<file path="config.mk">
export PLATFORM = sky130hd
export DESIGN_NAME = iir_biquad_scheduler_flat
export DESIGN_NICKNAME = d
export VERILOG_FILES = /design/src/rtl/iir_biquad_scheduler_pkg.sv /design/src/rtl/iir_biquad_scheduler_if.sv /design/src/rtl/iir_biquad_scheduler_mac.sv /design/src/rtl/iir_biquad_scheduler.sv /design/src/flat_wrapper.sv
export SDC_FILE = /design/constraint.sdc
export NUM_CORES = 1
export LEC_CHECK = 0
export CAP_MARGIN = 20
export CORE_ASPECT_RATIO = 1.25
export CORE_MARGIN = 4
export CORE_UTILIZATION = 30
export DETAILED_ROUTE_END_ITERATION = 8
export PLACE_DENSITY = 0.56
export SYNTH_ARGS = -nofsm -noshare
export SYNTH_HDL_FRONTEND = slang
export SYNTH_SLANG_ARGS = --single-unit
</file>
<file path="constraint.sdc">
create_clock -name clk -period 12.6 [get_ports clk]
set_input_delay 2.52 -clock clk [delete_from_list [all_inputs] [get_ports clk]]
set_output_delay 2.52 -clock clk [all_outputs]
set_load 0.02 [all_outputs]
</file>
<file path="src/rtl/iir_biquad_scheduler_pkg.sv">
// Shared types, constants and the tap/state enums for the time-multiplexed biquad cascade.
package iir_pkg;

  typedef logic signed [10:0] sample_t;
  typedef logic signed [11:0] coef_t;
  typedef logic signed [22:0] acc_t;

  localparam int ROUND_CONST = 512;

  localparam coef_t DEF_B0  = 12'sd28;
  localparam coef_t DEF_B1  = 12'sd33;
  localparam coef_t DEF_B2  = 12'sd28;
  localparam coef_t DEF_MA1 = 12'sd1577;
  localparam coef_t DEF_MA2 = -12'sd658;

  typedef enum logic [2:0] {
    TAP_B0  = 3'd0,
    TAP_B1  = 3'd1,
    TAP_B2  = 3'd2,
    TAP_MA1 = 3'd3,
    TAP_MA2 = 3'd4
  } tap_e;

  typedef enum logic [1:0] {
    ST_IDLE  = 2'd0,
    ST_MAC   = 2'd1,
    ST_ROUND = 2'd2,
    ST_OUT   = 2'd3
  } state_e;

  function automatic coef_t default_coef(input logic [2:0] idx);
    case (idx)
      3'd0:    default_coef = DEF_B0;
      3'd1:    default_coef = DEF_B1;
      3'd2:    default_coef = DEF_B2;
      3'd3:    default_coef = DEF_MA1;
      3'd4:    default_coef = DEF_MA2;
      default: default_coef = 12'sd0;
    endcase
  endfunction

endpackage

</file>
<file path="src/rtl/iir_biquad_scheduler_if.sv">
// Sample-in, sample-out and coefficient-write handshakes of the biquad scheduler.
interface iir_biquad_scheduler_if;
  import iir_pkg::*;

  logic        in_valid;
  logic        in_ready;
  sample_t     in_x;
  logic        out_valid;
  logic        out_ready;
  sample_t     out_y;
  logic        cfg_we;
  logic [2:0]  cfg_sec;
  logic [2:0]  cfg_idx;
  coef_t       cfg_data;
  logic        cfg_ready;

  modport master (
    output in_valid, in_x, out_ready, cfg_we, cfg_sec, cfg_idx, cfg_data,
    input  in_ready, out_valid, out_y, cfg_ready
  );

  modport slave (
    input  in_valid, in_x, out_ready, cfg_we, cfg_sec, cfg_idx, cfg_data,
    output in_ready, out_valid, out_y, cfg_ready
  );
endinterface

</file>
<file path="src/rtl/iir_biquad_scheduler_mac.sv">
// Shared 11x12 multiply-accumulate with Q3.20 accumulator and rounded Q1.10 output.
module iir_mac
  import iir_pkg::*;
(
  input  logic    clk,
  input  logic    rst,
  input  sample_t op_i,
  input  coef_t   coef_i,
  input  logic    clr_i,
  input  logic    en_i,
  output sample_t y_o
);

  acc_t acc_q;
  acc_t acc_d;
  acc_t prod;

  always_comb begin
    prod  = acc_t'(op_i) * acc_t'(coef_i);
    acc_d = acc_q;
    if (en_i) begin
      acc_d = clr_i ? prod : acc_q + prod;
    end else begin
      acc_d = acc_q;
    end
  end

  always_ff @(posedge clk or posedge rst) begin
    if (rst) begin
      acc_q <= 23'sd0;
    end else begin
      acc_q <= acc_d;
    end
  end

  // Only the low 21 bits take part in rounding; overflow wraps like the parallel section.
  assign y_o = sample_t'((acc_q[20:0] + 21'(ROUND_CONST)) >> 10);

endmodule

</file>
<file path="src/rtl/iir_biquad_scheduler.sv">
// Biquad cascade controller: FSM, per-section history and coefficient file around one shared MAC.
module iir_biquad_scheduler
  import iir_pkg::*;
#(
  parameter int N_SECT = 2
) (
  input  logic                   clk,
  input  logic                   rst,
  iir_biquad_scheduler_if.slave  bus
);

  localparam int         SW        = (N_SECT > 1) ? $clog2(N_SECT) : 1;
  localparam logic [2:0] LAST_SEC  = 3'(N_SECT - 1);
  localparam logic [3:0] N_SECT_W  = 4'(N_SECT);

  state_e     state_q, state_d;
  logic [2:0] sec_q, sec_d;
  tap_e       tap_q, tap_d;
  sample_t    cur_q, cur_d;
  sample_t    out_y_q, out_y_d;
  logic       out_valid_q, out_valid_d;

  sample_t xn1_q [N_SECT];
  sample_t xn1_d [N_SECT];
  sample_t xn2_q [N_SECT];
  sample_t xn2_d [N_SECT];
  sample_t yn1_q [N_SECT];
  sample_t yn1_d [N_SECT];
  sample_t yn2_q [N_SECT];
  sample_t yn2_d [N_SECT];
  coef_t   coef_q [N_SECT][5];
  coef_t   coef_d [N_SECT][5];

  logic [SW-1:0] sec_i;
  sample_t       mac_op;
  coef_t         mac_coef;
  sample_t       y0;
  logic          idle;
  logic          cfg_ok;

  assign sec_i  = sec_q[SW-1:0];
  assign idle   = (state_q == ST_IDLE) && !rst;
  assign cfg_ok = bus.cfg_we && idle && (bus.cfg_idx <= 3'd4) && ({1'b0, bus.cfg_sec} < N_SECT_W);

  iir_mac u_mac (
    .clk    (clk),
    .rst    (rst),
    .op_i   (mac_op),
    .coef_i (mac_coef),
    .clr_i  (tap_q == TAP_B0),
    .en_i   (state_q == ST_MAC),
    .y_o    (y0)
  );

  always_comb begin
    state_d     = state_q;
    sec_d       = sec_q;
    tap_d       = tap_q;
    cur_d       = cur_q;
    out_y_d     = out_y_q;
    out_valid_d = out_valid_q;
    xn1_d       = xn1_q;
    xn2_d       = xn2_q;
    yn1_d       = yn1_q;
    yn2_d       = yn2_q;
    coef_d      = coef_q;

    mac_coef = coef_q[sec_i][tap_q];
    case (tap_q)
      TAP_B0:  mac_op = cur_q;
      TAP_B1:  mac_op = xn1_q[sec_i];
      TAP_B2:  mac_op = xn2_q[sec_i];
      TAP_MA1: mac_op = yn1_q[sec_i];
      TAP_MA2: mac_op = yn2_q[sec_i];
      default: mac_op = 11'sd0;
    endcase

    case (state_q)
      ST_IDLE: begin
        if (bus.in_valid) begin
          cur_d   = bus.in_x;
          sec_d   = 3'd0;
          tap_d   = TAP_B0;
          state_d = ST_MAC;
        end else begin
          state_d = ST_IDLE;
        end
      end
      ST_MAC: begin
        if (tap_q == TAP_MA2) begin
          state_d = ST_ROUND;
        end else begin
          tap_d = tap_e'(tap_q + 3'd1);
        end
      end
      ST_ROUND: begin
        xn2_d[sec_i] = xn1_q[sec_i];
        xn1_d[sec_i] = cur_q;
        yn2_d[sec_i] = yn1_q[sec_i];
        yn1_d[sec_i] = y0;
        if (sec_q < LAST_SEC) begin
          cur_d   = y0;
          sec_d   = sec_q + 3'd1;
          tap_d   = TAP_B0;
          state_d = ST_MAC;
        end else begin
          out_y_d     = y0;
          out_valid_d = 1'b1;
          state_d     = ST_OUT;
        end
      end
      ST_OUT: begin
        if (bus.out_ready) begin
          out_valid_d = 1'b0;
          state_d     = ST_IDLE;
        end else begin
          state_d = ST_OUT;
        end
      end
      default: begin
        state_d     = ST_IDLE;
        out_valid_d = 1'b0;
      end
    endcase

    // A write landing with an input accept is seen by that sample's first MAC cycle.
    if (cfg_ok) begin
      coef_d[bus.cfg_sec[SW-1:0]][bus.cfg_idx] = bus.cfg_data;
    end else begin
      coef_d = coef_d;
    end
  end

  always_ff @(posedge clk or posedge rst) begin
    if (rst) begin
      state_q     <= ST_IDLE;
      sec_q       <= 3'd0;
      tap_q       <= TAP_B0;
      cur_q       <= 11'sd0;
      out_y_q     <= 11'sd0;
      out_valid_q <= 1'b0;
      for (int s = 0; s < N_SECT; s++) begin
        xn1_q[s] <= 11'sd0;
        xn2_q[s] <= 11'sd0;
        yn1_q[s] <= 11'sd0;
        yn2_q[s] <= 11'sd0;
        for (int t = 0; t < 5; t++) begin
          coef_q[s][t] <= default_coef(3'(t));
        end
      end
    end else begin
      state_q     <= state_d;
      sec_q       <= sec_d;
      tap_q       <= tap_d;
      cur_q       <= cur_d;
      out_y_q     <= out_y_d;
      out_valid_q <= out_valid_d;
      xn1_q       <= xn1_d;
      xn2_q       <= xn2_d;
      yn1_q       <= yn1_d;
      yn2_q       <= yn2_d;
      coef_q      <= coef_d;
    end
  end

  assign bus.in_ready  = idle;
  assign bus.cfg_ready = idle;
  assign bus.out_valid = out_valid_q;
  assign bus.out_y     = out_y_q;

endmodule

</file>
<file path="src/flat_wrapper.sv">
// flat-port wrapper written by rule: the top's interface ports become plain ports
module iir_biquad_scheduler_flat import iir_pkg::*;
#(
  parameter int N_SECT = 2
)
  (clk, rst, bus_in_valid, bus_in_x, bus_out_ready, bus_cfg_we, bus_cfg_sec, bus_cfg_idx, bus_cfg_data, bus_in_ready, bus_out_valid, bus_out_y, bus_cfg_ready);
  iir_biquad_scheduler_if bus_i ();
  input  logic clk;
  input  logic rst;
  input wire logic [$bits(bus_i.in_valid)-1:0] bus_in_valid;
  input wire logic [$bits(bus_i.in_x)-1:0] bus_in_x;
  input wire logic [$bits(bus_i.out_ready)-1:0] bus_out_ready;
  input wire logic [$bits(bus_i.cfg_we)-1:0] bus_cfg_we;
  input wire logic [$bits(bus_i.cfg_sec)-1:0] bus_cfg_sec;
  input wire logic [$bits(bus_i.cfg_idx)-1:0] bus_cfg_idx;
  input wire logic [$bits(bus_i.cfg_data)-1:0] bus_cfg_data;
  output wire logic [$bits(bus_i.in_ready)-1:0] bus_in_ready;
  output wire logic [$bits(bus_i.out_valid)-1:0] bus_out_valid;
  output wire logic [$bits(bus_i.out_y)-1:0] bus_out_y;
  output wire logic [$bits(bus_i.cfg_ready)-1:0] bus_cfg_ready;
  assign bus_i.in_valid = bus_in_valid;
  assign bus_i.in_x = bus_in_x;
  assign bus_i.out_ready = bus_out_ready;
  assign bus_i.cfg_we = bus_cfg_we;
  assign bus_i.cfg_sec = bus_cfg_sec;
  assign bus_i.cfg_idx = bus_cfg_idx;
  assign bus_i.cfg_data = bus_cfg_data;
  assign bus_in_ready = bus_i.in_ready;
  assign bus_out_valid = bus_i.out_valid;
  assign bus_out_y = bus_i.out_y;
  assign bus_cfg_ready = bus_i.cfg_ready;
  iir_biquad_scheduler #(.N_SECT(N_SECT)) u_core (.clk(clk), .rst(rst), .bus(bus_i));
endmodule
</file>
==> impl_metrics.ini, run 1 <==
[place]
place_congestion = 0.8553
place_ws_ns = 3.557
dp_hpwl_mm = 32.24
portBuffers = 47

[setup_path]
worst_ep_required_time_ns = 13.09
path_buf_inv = 6
critPathMaxFanout = 29
path_delay_family = adder cells
crit_arrival_ns = 9.52
slowest_stage = dfrtp_1
critPathLaunchType = flop
end_kind = flop
cpPeakStageDelay_ns = 0.93
critPathKind = flop to flop

[clock_tree]
postCtsSetupBuffers = 0
cts.htree.levels = 1
ctsRootBufferMaster = clkbuf_16
cts_sinks = 260
cts_buffer_depth = 3
clk_pin_slew_ns = 0.07
cts_resized = 0
hold_buffers = 0
clk_latency_ns = 0.56
cts_made_buffers = 28
cts_tree = done

[sta]
worst_pin_slew_ns = 1.117
max_freq_mhz = 110.7
slew_violations = 0
rsz0062_at_grt = false
hold_violations = 0
slew_headroom_pct = 25.43
setup_viol = 0
period_minus_slack_ns = 9.037
skew_ns = 0.01729
fin_hold_ws_ns = 0.4811
layout_setup_ws_ns = 3.563
fin_setup_tns_ns = 0
min_period_over_period_pct = 71.73

[synthesis]
netlist_top_cells_count = dfrtp_1, mux2_2, inv_1
syn_area_per_cell_um2 = 10.90
synth_edf_count = 0
ys_types = 66
async_reset_ff_share_pct = 100.0
ys_seq_area_share_pct = 37.22
ys_seq_elements = 260
yosysMostFrequentCell = dfrtp_1
synthesis.area_um2 = 17620
syn-num-nets = 1841
postSynthCellCount = 1616
ys.warnings.count = 0
yosys_most_used_dff = dfrtp_1
synth.area.top_cells = dfrtp_1, mux2_2, fa_1
yosysTopAreaCellShare_pct = 30.96
synth_top_cell_by_area = dfrtp_1

[global_route]
antenna_found_initial = 0
grt_overflow = 0
track_usage_pct = 14.24
grt_pass1_wl_mm = 72.10
grt_pass1_vias = 12850
grt_max_degree = 111

[routing]
first_iter_violations = 579
drcViolationCount = 0
routed_wl_mm = 44.07
via_count = 11980
ant_nets = 0
first_pass_iters = 7
viasPerCell = 4.948
routedWlPerCell_um = 18.20

[die]
initial_utilization_pct = 30.26
dieWidth_um = 224.8
rows = 99
core_area_um2 = 58220
die-area_um2 = 62700
top_level_ports = 48
die_h_um = 279.0

[cells_and_area]
drive_gt1_share_pct = 22.96
fillCellCount = 5856
antenna_cells = 0
syn_to_final_growth_pct = 13.19
layout.nets = 1868

[run_status]
status = finished, final reports clean

[worst_hold_path]
hold_path.class = flop to flop

[run]
maxCapViolCount = 0
stage by stage:
step | cells | instance area, um^2 | util (%)
2_1_floorplan | 1616 | 17620 | -
6_report | 2421 | 19940 | 34.26
4_1_cts | 2420 | 19920 | 34.21
3_3_place_gp | 2369 | 18970 | 32.59
5_1_grt | 2421 | 19940 | 34.26
3_5_place_dp | 2369 | 18970 | 32.59
final timing paths:
kind                       slack (ns)  depth (start not counted)                     end                 from
max                              3.56                         29  u_core.u_mac.acc_q[20]      u_core.tap_q[2]
min                              0.48                          2     u_core.bus.out_y[1]  u_core.bus.out_y[1]
max reg2reg                      3.56                         29  u_core.u_mac.acc_q[20]      u_core.tap_q[2]
min reg2reg                      0.48                          2     u_core.bus.out_y[1]  u_core.bus.out_y[1]
max in group asynchronous        8.51                          3   u_core.u_mac.acc_q[5]                  rst
min in group asynchronous        2.55                          2         u_core.xn1_q[1]                  rst
sequential cells by signal, indices dropped and copies added (netlist names):
register              cells
u_core.coef_q           120
u_core.xn1_q             22
u_core.xn2_q             22
u_core.yn1_q             22
u_core.yn2_q             22
u_core.u_mac.acc_q       21
u_core.bus.out_y         11
u_core.cur_q             11
u_core.sec_q              3
u_core.tap_q              3
u_core.state_q            2
u_core.bus.out_valid      1
cell type report:
| cell class | count | area, um^2 | area share, % |
|---|---|---|---|
| Clock buffer | 44 | 872.1 | 4.373 |
| Multi-Input combinational cell | 1119 | 10190 | 51.09 |
| Sequential cell | 260 | 6563 | 32.90 |
| Inverter | 160 | 608.1 | 3.049 |
| Tap cell | 757 | 947.2 | 4.749 |
| Timing Repair Buffer | 74 | 693.2 | 3.476 |
| Clock inverter | 7 | 71.32 | 0.3576 |
worst register-to-register path, delay by kind of cell (launching register included):
kind / cells / cell delay, ns
flip-flops: 1 / 0.93
buffers and inverters: 6 / 1.07
AND/OR/NAND/NOR: 8 / 1.77
adder cells (fa/ha/maj): 8 / 3.64
AO/OA/AOI/OAI: 6 / 1.40
XOR/XNOR: 1 / 0.15
cell usage in the layout (no fill, tap or decap), types with 5 or more instances in the layout:
master	n
o21ai_0	61
dfstp_2	42
fa_1	117
a211oi_1	10
xnor2_1	33
clkbuf_8	9
a31oi_1	11
nand3_1	15
mux4_2	22
and2_1	10
nand2b_1	19
a221oi_1	20
clkdlybuf4s50_1	47
clkbuf_1	6
o21bai_1	6
or2_2	8
buf_4	26
a22oi_1	10
a221o_1	5
o211ai_1	5
mux2i_1	18
nor2_1	104
nand2_1	135
mux2_2	212
xor2_1	22
ha_1	74
dfrtp_1	217
inv_1	157
a21oi_1	69
a21o_1	11
clkbuf_16	29
or3_1	6
nor3_1	24
nor2b_1	24
cell families (layout without fill, tap and decap cells):
group                      after synthesis  after routing  synth area share, %
muxes                                  253            253                17.45
buffers and inverters                  237            285                5.319
AOI/OAI and AO/OA                      238            238                8.742
and+or+nand+nor                        382            382                9.984
DFF                                    260            260                37.22
adders and majority gates              191            191                18.55
xor gates and xnor gates                55             55                2.734
metal layers:
metal	vias up	GRT usage [%]	share of wire (%)
li1	5543	-	-
met1	6164	18.47	43
met2	215	25.58	52
met3	56	1.567	3.3
met4	0	3.300	2.0
met5	-	0	0
Power of run 1 is not shown: default switching activity piles up to over one toggle a cycle in this logic, so the estimate is an artifact.
==> run 2: changes to the inputs <==
- PLACE_DENSITY: 0.56 -> 0.57
- clock period: 12.6 -> 8.2 ns (I/O delays scaled with it)
==> impl_metrics.ini, run 2 (synthesized netlist as in run 1, its figures left out) <==
[run_status]
status = finished, final reports clean

[sta]
setup_viol = 0
min_period_over_period_pct = 95.69
max_freq_mhz = 127.4
slew_violations = 0
period_minus_slack_ns = 7.847
worst_pin_slew_ns = 1.086
slew_headroom_pct = 27.57
hold_violations = 0
skew_ns = 0.009037

[setup_path]
reg2reg_slack_ns = 0.35
worst_ep_required_time_ns = 8.68
critPathMaxFanout = 30
critPathMostFrequentCell = fa_1
critPathKind = flop to flop
path_buf_inv = 7
ff2ff_path_depth = 30
crit_arrival_ns = 8.33
slowest_stage = fa_1
critPathLaunchType = flop
end_kind = flop
reg2reg_to = u_core.u_mac.acc_q[19]
worstReg2RegStart = u_core.sec_q[0]
cp.depth = 30
cpPeakStageDelay_ns = 0.54
path_delay_family = adder cells

[clock_tree]
cts_made_buffers = 29
cts_buffer_depth = 3
clk_pin_slew_ns = 0.06
cts_sinks = 260
cts_tree = done
hold_buffers = 0
clk_latency_ns = 0.56
ctsRootBufferMaster = clkbuf_16
cts.htree.levels = 1

[die]
core_area_um2 = 58220
die_h_um = 279.0
die-area_um2 = 62700
initial_utilization_pct = 30.26
rows = 99
dieWidth_um = 224.8
top_level_ports = 48

[cells_and_area]
antenna_cells = 0
fillCellCount = 5794
layout.nets = 1948
drive_gt1_share_pct = 27.81
seqCellArea_um2 = 6563
layout_commonest_cell = dfrtp_1
regMostFlops = u_core.coef_q
syn_to_final_growth_pct = 18.02
final_cells = 2501
largest_reg_flops = 120
final_cell_mix = dfrtp_1, mux2_2, inv_1, nand2_1, fa_1
multi_input_area_um2 = 10340

[place]
dp_hpwl_mm = 33.46
place_congestion = 0.8949
post-place-cells = 2429
portBuffers = 47

[routing]
first_iter_violations = 707
viasPerCell = 4.903
routedWlPerCell_um = 18.19
first_pass_iters = 7
drcViolationCount = 0
ant_nets = 0
via_count = 12260
routed_wl_mm = 45.50

[worst_hold_path]
min_from = u_core.bus.out_y[2]
min_to = u_core.bus.out_y[2]
hold_depth = 2
hold_path.class = flop to flop

[global_route]
grt_pass1_wl_mm = 73.14
grt_overflow = 0
antenna_found_initial = 0
grt_max_degree = 132
grt_pass1_vias = 13290
track_usage_pct = 14.46

[run]
maxCapViolCount = 0
==> run 2: what timing repair did <==
item	in CTS	in global routing
cloned	0	1
resized for setup	3	43
pin swaps	1	11
setup buffers	2	17
hold endpoints to repair	0	0
endpoints found under the setup margin	2	7
==> run 2: worst max path at each step <==
stage / startpoint / endpoint / slack, ns
floorplan: u_core.tap_q[0] / u_core.u_mac.acc_q[20] / 0.03
global placement: u_core.tap_q[0] / u_core.u_mac.acc_q[20] / -0.07
detailed placement: u_core.tap_q[0] / u_core.u_mac.acc_q[20] / -0.12
CTS: u_core.tap_q[1] / u_core.u_mac.acc_q[20] / 0.006
global route: u_core.sec_q[0] / u_core.u_mac.acc_q[20] / -0.04
finish: u_core.sec_q[0] / u_core.u_mac.acc_q[19] / 0.35
==> run 2: through the flow <==
stage / setup TNS (ns) / cell area (um^2) / setup slack (ns) / util (%) / hold WS [ns]
6_report: 0 / 20790 / 0.3533 / 35.72 / 0.4788
3_5_place_dp: -0.1226 / 19450 / -0.1226 / 33.40 / 0.4738
4_1_cts: 0 / 20460 / 0.006285 / 35.14 / 0.4856
2_1_floorplan: 0 / 17630 / 0.03363 / - / 0.4563
3_3_place_gp: -0.06830 / 19430 / -0.06830 / 33.37 / 0.4654
5_1_grt: -0.06196 / 20790 / -0.03524 / 35.72 / 0.5131
==> run 2: layout make-up <==
cell class                 instances  area share, %
multi-input combinational       1119          49.74
sequential                       260          31.56
timing repair buffer             153          6.480
tap                              757          4.555
clock buffer                      42          3.965
inverter                         160          2.918
clock inverter                    10         0.7882
==> run 2: worst min-delay path: cells and delay by family, from the launching register on <==
kind,cells,cell delay (ns)
AND/OR/NAND/NOR,1,0.05
flip-flops,1,0.34
AO/OA/AOI/OAI,1,0.06
==> run 2: metal layers <==
metal,global-route usage [%],vias up,part of all wire (%)
met4,5.327,0,3.9
met5,0,-,0
met3,1.840,95,3.7
met1,18.02,6227,41
li1,-,5706,-
met2,25.66,235,51
Power of run 2 is left out for the same reason.
==> edit 1 (flow settings as in run 1) <==
Encoding of `state_e`: now Gray code (2 bits for 4 states).
--- a/src/rtl/iir_biquad_scheduler_pkg.sv
+++ b/src/rtl/iir_biquad_scheduler_pkg.sv
@@ -24,6 +24,6 @@
   typedef enum logic [1:0] {
-    ST_IDLE  = 2'd0,
-    ST_MAC   = 2'd1,
-    ST_ROUND = 2'd2,
-    ST_OUT   = 2'd3
+    ST_IDLE  = 2'b00,
+    ST_MAC   = 2'b01,
+    ST_ROUND = 2'b11,
+    ST_OUT   = 2'b10
   } state_e;
Check against the original RTL: same outputs for any inputs over 4 cycles, from zero or initial values and one cycle with rst high; so few cycles prove little.
==> edit 1 against run 1 <==
Die area is 0.72% higher. Sequential cell count stayed put. Synthesized cell count is 1.5% higher. Synthesized area is 0.74% higher. Worst setup slack worse by 0.36 ns. Cell area is 0.86% higher. Critical path type unchanged. Count of clock-buffer cells in the layout is 4 lower. Highest routed layer unchanged. First-iteration DRC count is 8.5% higher. Non-clock buffer count is 2 higher. Routed wire length is 1.8% higher. Fmax is 3.9% lower. Worst hold slack better by 0.0013 ns.
Power is not shown: default switching activity piles up to over one toggle a cycle in this logic, so the estimate is an artifact.
==> edit 1: results (changes against run 1) <==
\begin{tabular}{lr}
\hline
Metric & Value \\
\hline
\multicolumn{2}{l}{\textbf{Synth}} \\
\quad Largest cells by area after synthesis & dfrtp\_1 31\%, mux2\_2 13\%, fa\_1 13\%, dfstp\_2 6.2\%, ha\_1 5.2\% (was dfrtp\_1 31\%, mux2\_2 14\%, fa\_1 13\%, dfstp\_2 6.3\%, ha\_1 5.3\%) \\
\quad Share of synthesized area occupied by flip-flops and latches & 36.95\% (was 37.22\%) \\
\quad Most frequent cells after synthesis & 218 x dfrtp\_1, 210 x mux2\_2, 167 x inv\_1 (was 218 x dfrtp\_1, 212 x mux2\_2, 158 x inv\_1) \\
\quad Number of unique standard cell types used by synthesis & 68 (was 66) \\
\multicolumn{2}{l}{\textbf{Placement}} \\
\quad Detail Placement HPWL & 32.63 mm (was 32.24 mm) \\
\quad Routability congestion estimate & 0.8834 (was 0.8553) \\
\multicolumn{2}{l}{\textbf{Timing}} \\
\quad Slew @ Worst Pin & 0.9667 ns (was 1.117 ns) \\
\quad Clock Skews & 0.02272 ns (was 0.01729 ns) \\
\multicolumn{2}{l}{\textbf{Critical path}} \\
\quad Max FO, Critical Path & 47 (was 29) \\
\quad Worst setup path end & u\_core.u\_mac.acc\_q[20] (unchanged) \\
\quad Data arrival, critical path & 9.85 ns (was 9.52 ns) \\
\quad Maximum cell stage delay along the critical path & 0.91 ns (was 0.93 ns) \\
\quad Reg2Reg Setup Slack & 3.20 ns (was 3.56 ns) \\
\quad CP startpoint & u\_core.sec\_q[0] (was u\_core.tap\_q[2]) \\
\multicolumn{2}{l}{\textbf{Global routing}} \\
\quad Via count of the first global-routing pass & 13500 (was 12850) \\
\quad Gr usage total & 14.66\% (was 14.24\%) \\
\quad Wire length of the first global-routing pass & 73.94 mm (was 72.10 mm) \\
\quad Largest net degree at the start of global routing & 122 (was 111) \\
\multicolumn{2}{l}{\textbf{Min path}} \\
\quad Startpoint of the worst hold path & u\_core.bus.out\_y[10] (was u\_core.bus.out\_y[1]) \\
\quad Min-Delay Endpoint & u\_core.bus.out\_y[10] (was u\_core.bus.out\_y[1]) \\
\multicolumn{2}{l}{\textbf{Routing}} \\
\quad Pre-Repair DR Iteration Count & 5 (was 7) \\
\quad Metal1 wirelength & 18.58 mm (was 18.98 mm) \\
\quad Via density per instance & 4.959 (was 4.948) \\
\quad Met3 wirelength from detailed routing & 1.425 mm (was 1.444 mm) \\
\quad Length of routed met2 wiring & 23.53 mm (was 22.76 mm) \\
\multicolumn{2}{l}{\textbf{Final layout}} \\
\quad Number of filler instances in the final layout & 5913 (was 5856) \\
\quad Fraction of layout cells with a size suffix above 1 & 22.68\% (was 22.96\%) \\
\multicolumn{2}{l}{\textbf{Run status}} \\
\quad Run status & completed (unchanged) \\
\hline
\end{tabular}
edit 1: logic make-up after synthesis:
group | Yosys count | synth area share, %
flip-flops | 260 | 36.95
buffers and inverters | 255 | 5.780
adder cells (fa/ha/maj) | 191 | 18.41
multiplexers | 254 | 17.43
AO/OA/AOI/OAI | 256 | 9.509
AND/OR/NAND/NOR | 372 | 9.354
XOR/XNOR | 52 | 2.566
edit 1: layout make-up:
type                    count  area (µm²)  share of cell area (%)
multi-input cells        1125       10200                   50.72
flip-flops and latches    260        6563                   32.62
well taps                 757       947.2                   4.709
clock buffers              40       827.0                   4.111
repair buffers             76       740.7                   3.682
inverters                 169       641.9                   3.191
clock inverters            14       192.7                  0.9579
edit 1: metrics by stage:
stage | setup WS [ns] | area, µm² | hold slack [ns] | instances | utilization [%]
after detailed placement | 3.109 | 19040 | 0.4709 | 2385 | 32.57
final | 3.198 | 20120 | 0.4825 | 2441 | 34.41
after CTS | 3.110 | 20060 | 0.4845 | 2439 | 34.31
after global placement | 3.195 | 19020 | 0.4655 | 2384 | 32.53
after floorplan | 2.994 | 17750 | 0.4563 | 1640 | -
after global routing | 2.524 | 20120 | 0.5055 | 2441 | 34.41
edit 1: per-layer routing:
metal / global-route usage, % / vias to the layer above
li1: - / 5611
met5: 0 / -
met1: 17.84 / 6238
met4: 4.368 / 0
met3: 1.939 / 71
met2: 26.92 / 186
edit 1: worst register-to-register path: cells and delay by family (launching register included):
kind            cells  cell delay [ns]
flops               1             0.91
fa+ha+maj           7             2.97
xor+xnor            1             0.11
mux                 2             0.71
buf+inv             4             0.79
compound gates     10             2.91
simple gates        5             0.88
==> edit 2 (flow settings as in run 1) <==
Made on the original files. `N_SECT` is set to 2 in 2 places; all go to 1.
--- a/src/rtl/iir_biquad_scheduler.sv
+++ b/src/rtl/iir_biquad_scheduler.sv
@@ -4,3 +4,3 @@
 #(
-  parameter int N_SECT = 2
+  parameter int N_SECT = 1
 ) (
--- a/src/flat_wrapper.sv
+++ b/src/flat_wrapper.sv
@@ -3,3 +3,3 @@
 #(
-  parameter int N_SECT = 2
+  parameter int N_SECT = 1
 )
Check against the original RTL: same outputs for any inputs over 4 cycles, from zero or initial values and one cycle with rst high; that may be too few to reach the edited logic, so the function may still have changed.
==> edit 2 against run 1 <==
Synthesized area fell by 31%. Routed wire length fell by 31%. Worst setup slack got worse by 0.037 ns. Cell area fell by 30%. Sequential cell count fell by 118. Utilization rose by 0.33 points. Highest routed layer unchanged.
==> edit 2: results (changes against run 1) <==
\begin{tabular}{lr}
\hline
Metric & Value \\
\hline
\multicolumn{2}{l}{\textbf{Clocking}} \\
\quad Total clock buffers created by CTS & 17 (was 28) \\
\quad Deepest clock path buffer count & 2 (was 3) \\
\quad Clock latency on the worst-skew pair & 0.43 ns (was 0.56 ns) \\
\quad Total number of H-tree levels & 4 (was 1) \\
\multicolumn{2}{l}{\textbf{Final layout}} \\
\quad Fraction of layout cells with a size suffix above 1 & 14.90\% (was 22.96\%) \\
\quad Number of nets in the layout & 1466 (was 1868) \\
\multicolumn{2}{l}{\textbf{Synth}} \\
\quad Syn Nets & 1434 (was 1841) \\
\quad Largest cells by area after synthesis & dfrtp\_1 25\%, fa\_1 19\%, mux2\_2 8.6\%, ha\_1 7.5\%, inv\_1 4.7\% (was dfrtp\_1 31\%, mux2\_2 14\%, fa\_1 13\%, dfstp\_2 6.3\%, ha\_1 5.3\%) \\
\quad Number of unique standard cell types used by synthesis & 69 (was 66) \\
\multicolumn{2}{l}{\textbf{Run status}} \\
\quad Run status & completed (unchanged) \\
\multicolumn{2}{l}{\textbf{Global routing}} \\
\quad Gr usage total & 14.22\% (was 14.24\%) \\
\quad Via count of the first global-routing pass & 9217 (was 12850) \\
\quad Wire length of the first global-routing pass & 49.65 mm (was 72.10 mm) \\
\quad Largest net degree at the start of global routing & 74 (was 111) \\
\multicolumn{2}{l}{\textbf{Routing}} \\
\quad Via density per instance & 4.770 (was 4.948) \\
\quad DRC marker count from the first detailed-route iteration & 337 (was 579) \\
\quad Detailed-route wire length & 30.39 mm (was 44.07 mm) \\
\quad Pre-Repair DR Iteration Count & 5 (was 7) \\
\multicolumn{2}{l}{\textbf{Power and ir drop}} \\
\quad Tot Pwr & about 2.9 mW \\
\multicolumn{2}{l}{\textbf{Timing}} \\
\quad Slew @ Worst Pin & 1.077 ns (was 1.117 ns) \\
\quad Clock Skews & 0.01351 ns (was 0.01729 ns) \\
\multicolumn{2}{l}{\textbf{Placement}} \\
\quad Setup WS pre-CTS & 3.544 ns (was 3.557 ns) \\
\quad Detail Placement HPWL & 23.46 mm (was 32.24 mm) \\
\quad Routability congestion estimate & 0.8579 (was 0.8553) \\
\multicolumn{2}{l}{\textbf{Critical path}} \\
\quad Maximum cell stage delay along the critical path & 0.68 ns (was 0.93 ns) \\
\hline
\end{tabular}
==> edit 2: cell types whose count changed after synthesis, sizes merged, moves of 22 or more <==
| cell | run 1 | this run |
|---|---|---|
| mux2 | 213 | 107 |
| dfrtp | 218 | 121 |
| nor2 | 111 | 69 |
| o21ai | 64 | 35 |
| a21oi | 70 | 45 |
| mux4 | 22 | 0 |
==> edit 2: per-layer routing <==
| metal | wire [µm] | track usage (%) |
|---|---|---|
| met1 | 12900 | 17.34 |
| met2 | 15640 | 25.56 |
| met4 | 1033 | 5.216 |
| met5 | 0 | 0 |
| met3 | 816 | 2.048 |
==> edit 2: cells by family after synthesis <==
logic type	share of synthesized area (%)
AO/OA/AOI/OAI	10.04
adder cells (fa/ha/maj)	26.65
AND/OR/NAND/NOR	11.69
XOR/XNOR	3.841
buffers and inverters	6.556
multiplexers	11.91
flip-flops	29.31
==> edit 2: cell type report <==
type / instances / share of cell area, %
clock buffer: 17 / 3.058
clock inverter: 15 / 1.043
inverter: 153 / 4.164
multi-input combinational: 860 / 56.46
sequential: 142 / 25.73
tap: 546 / 4.911
timing repair buffer: 68 / 4.632
==> edit 2: final timing paths <==
kind / startpoint / slack, ns / endpoint / cells past startpoint
hold reg to reg: u_core.coef_q[54] / 0.49 / u_core.coef_q[54] / 1
max in group asynchronous: rst / 8.60 / u_core.coef_q[0] / 3
min in group asynchronous: rst / 2.62 / u_core.yn1_q[5] / 2
hold / removal: u_core.coef_q[54] / 0.49 / u_core.coef_q[54] / 1
setup / recovery: u_core.tap_q[1] / 3.53 / u_core.u_mac.acc_q[20] / 30
setup reg to reg: u_core.tap_q[1] / 3.53 / u_core.u_mac.acc_q[20] / 30
==> edit 2: critical path: cells and delay by family (launching register included) <==
family | cells | cell delay (ns)
fa+ha+maj | 8 | 3.49
flops | 1 | 0.68
buf+inv | 5 | 0.64
simple gates | 6 | 1.69
compound gates | 11 | 2.40
==> edit 2: where the power goes <==
group | leakage [nW] | switching, mW | internal [mW]
Sequential | 1.78 | 0.132 | 0.591
Clock | 0.274 | 0.236 | 0.262
Combinational | 4.47 | 1.00 | 0.673
Total | 6.53 | 1.37 | 1.53
==> edit 2: metrics by stage <==
step	instance area [µm²]	util, %	cells
floorplan	12210	-	1210
global placement	13290	33.05	1765
detailed placement	13290	33.05	1765
CTS	13860	34.47	1797
global route	13910	34.59	1801
finish	13910	34.59	1801
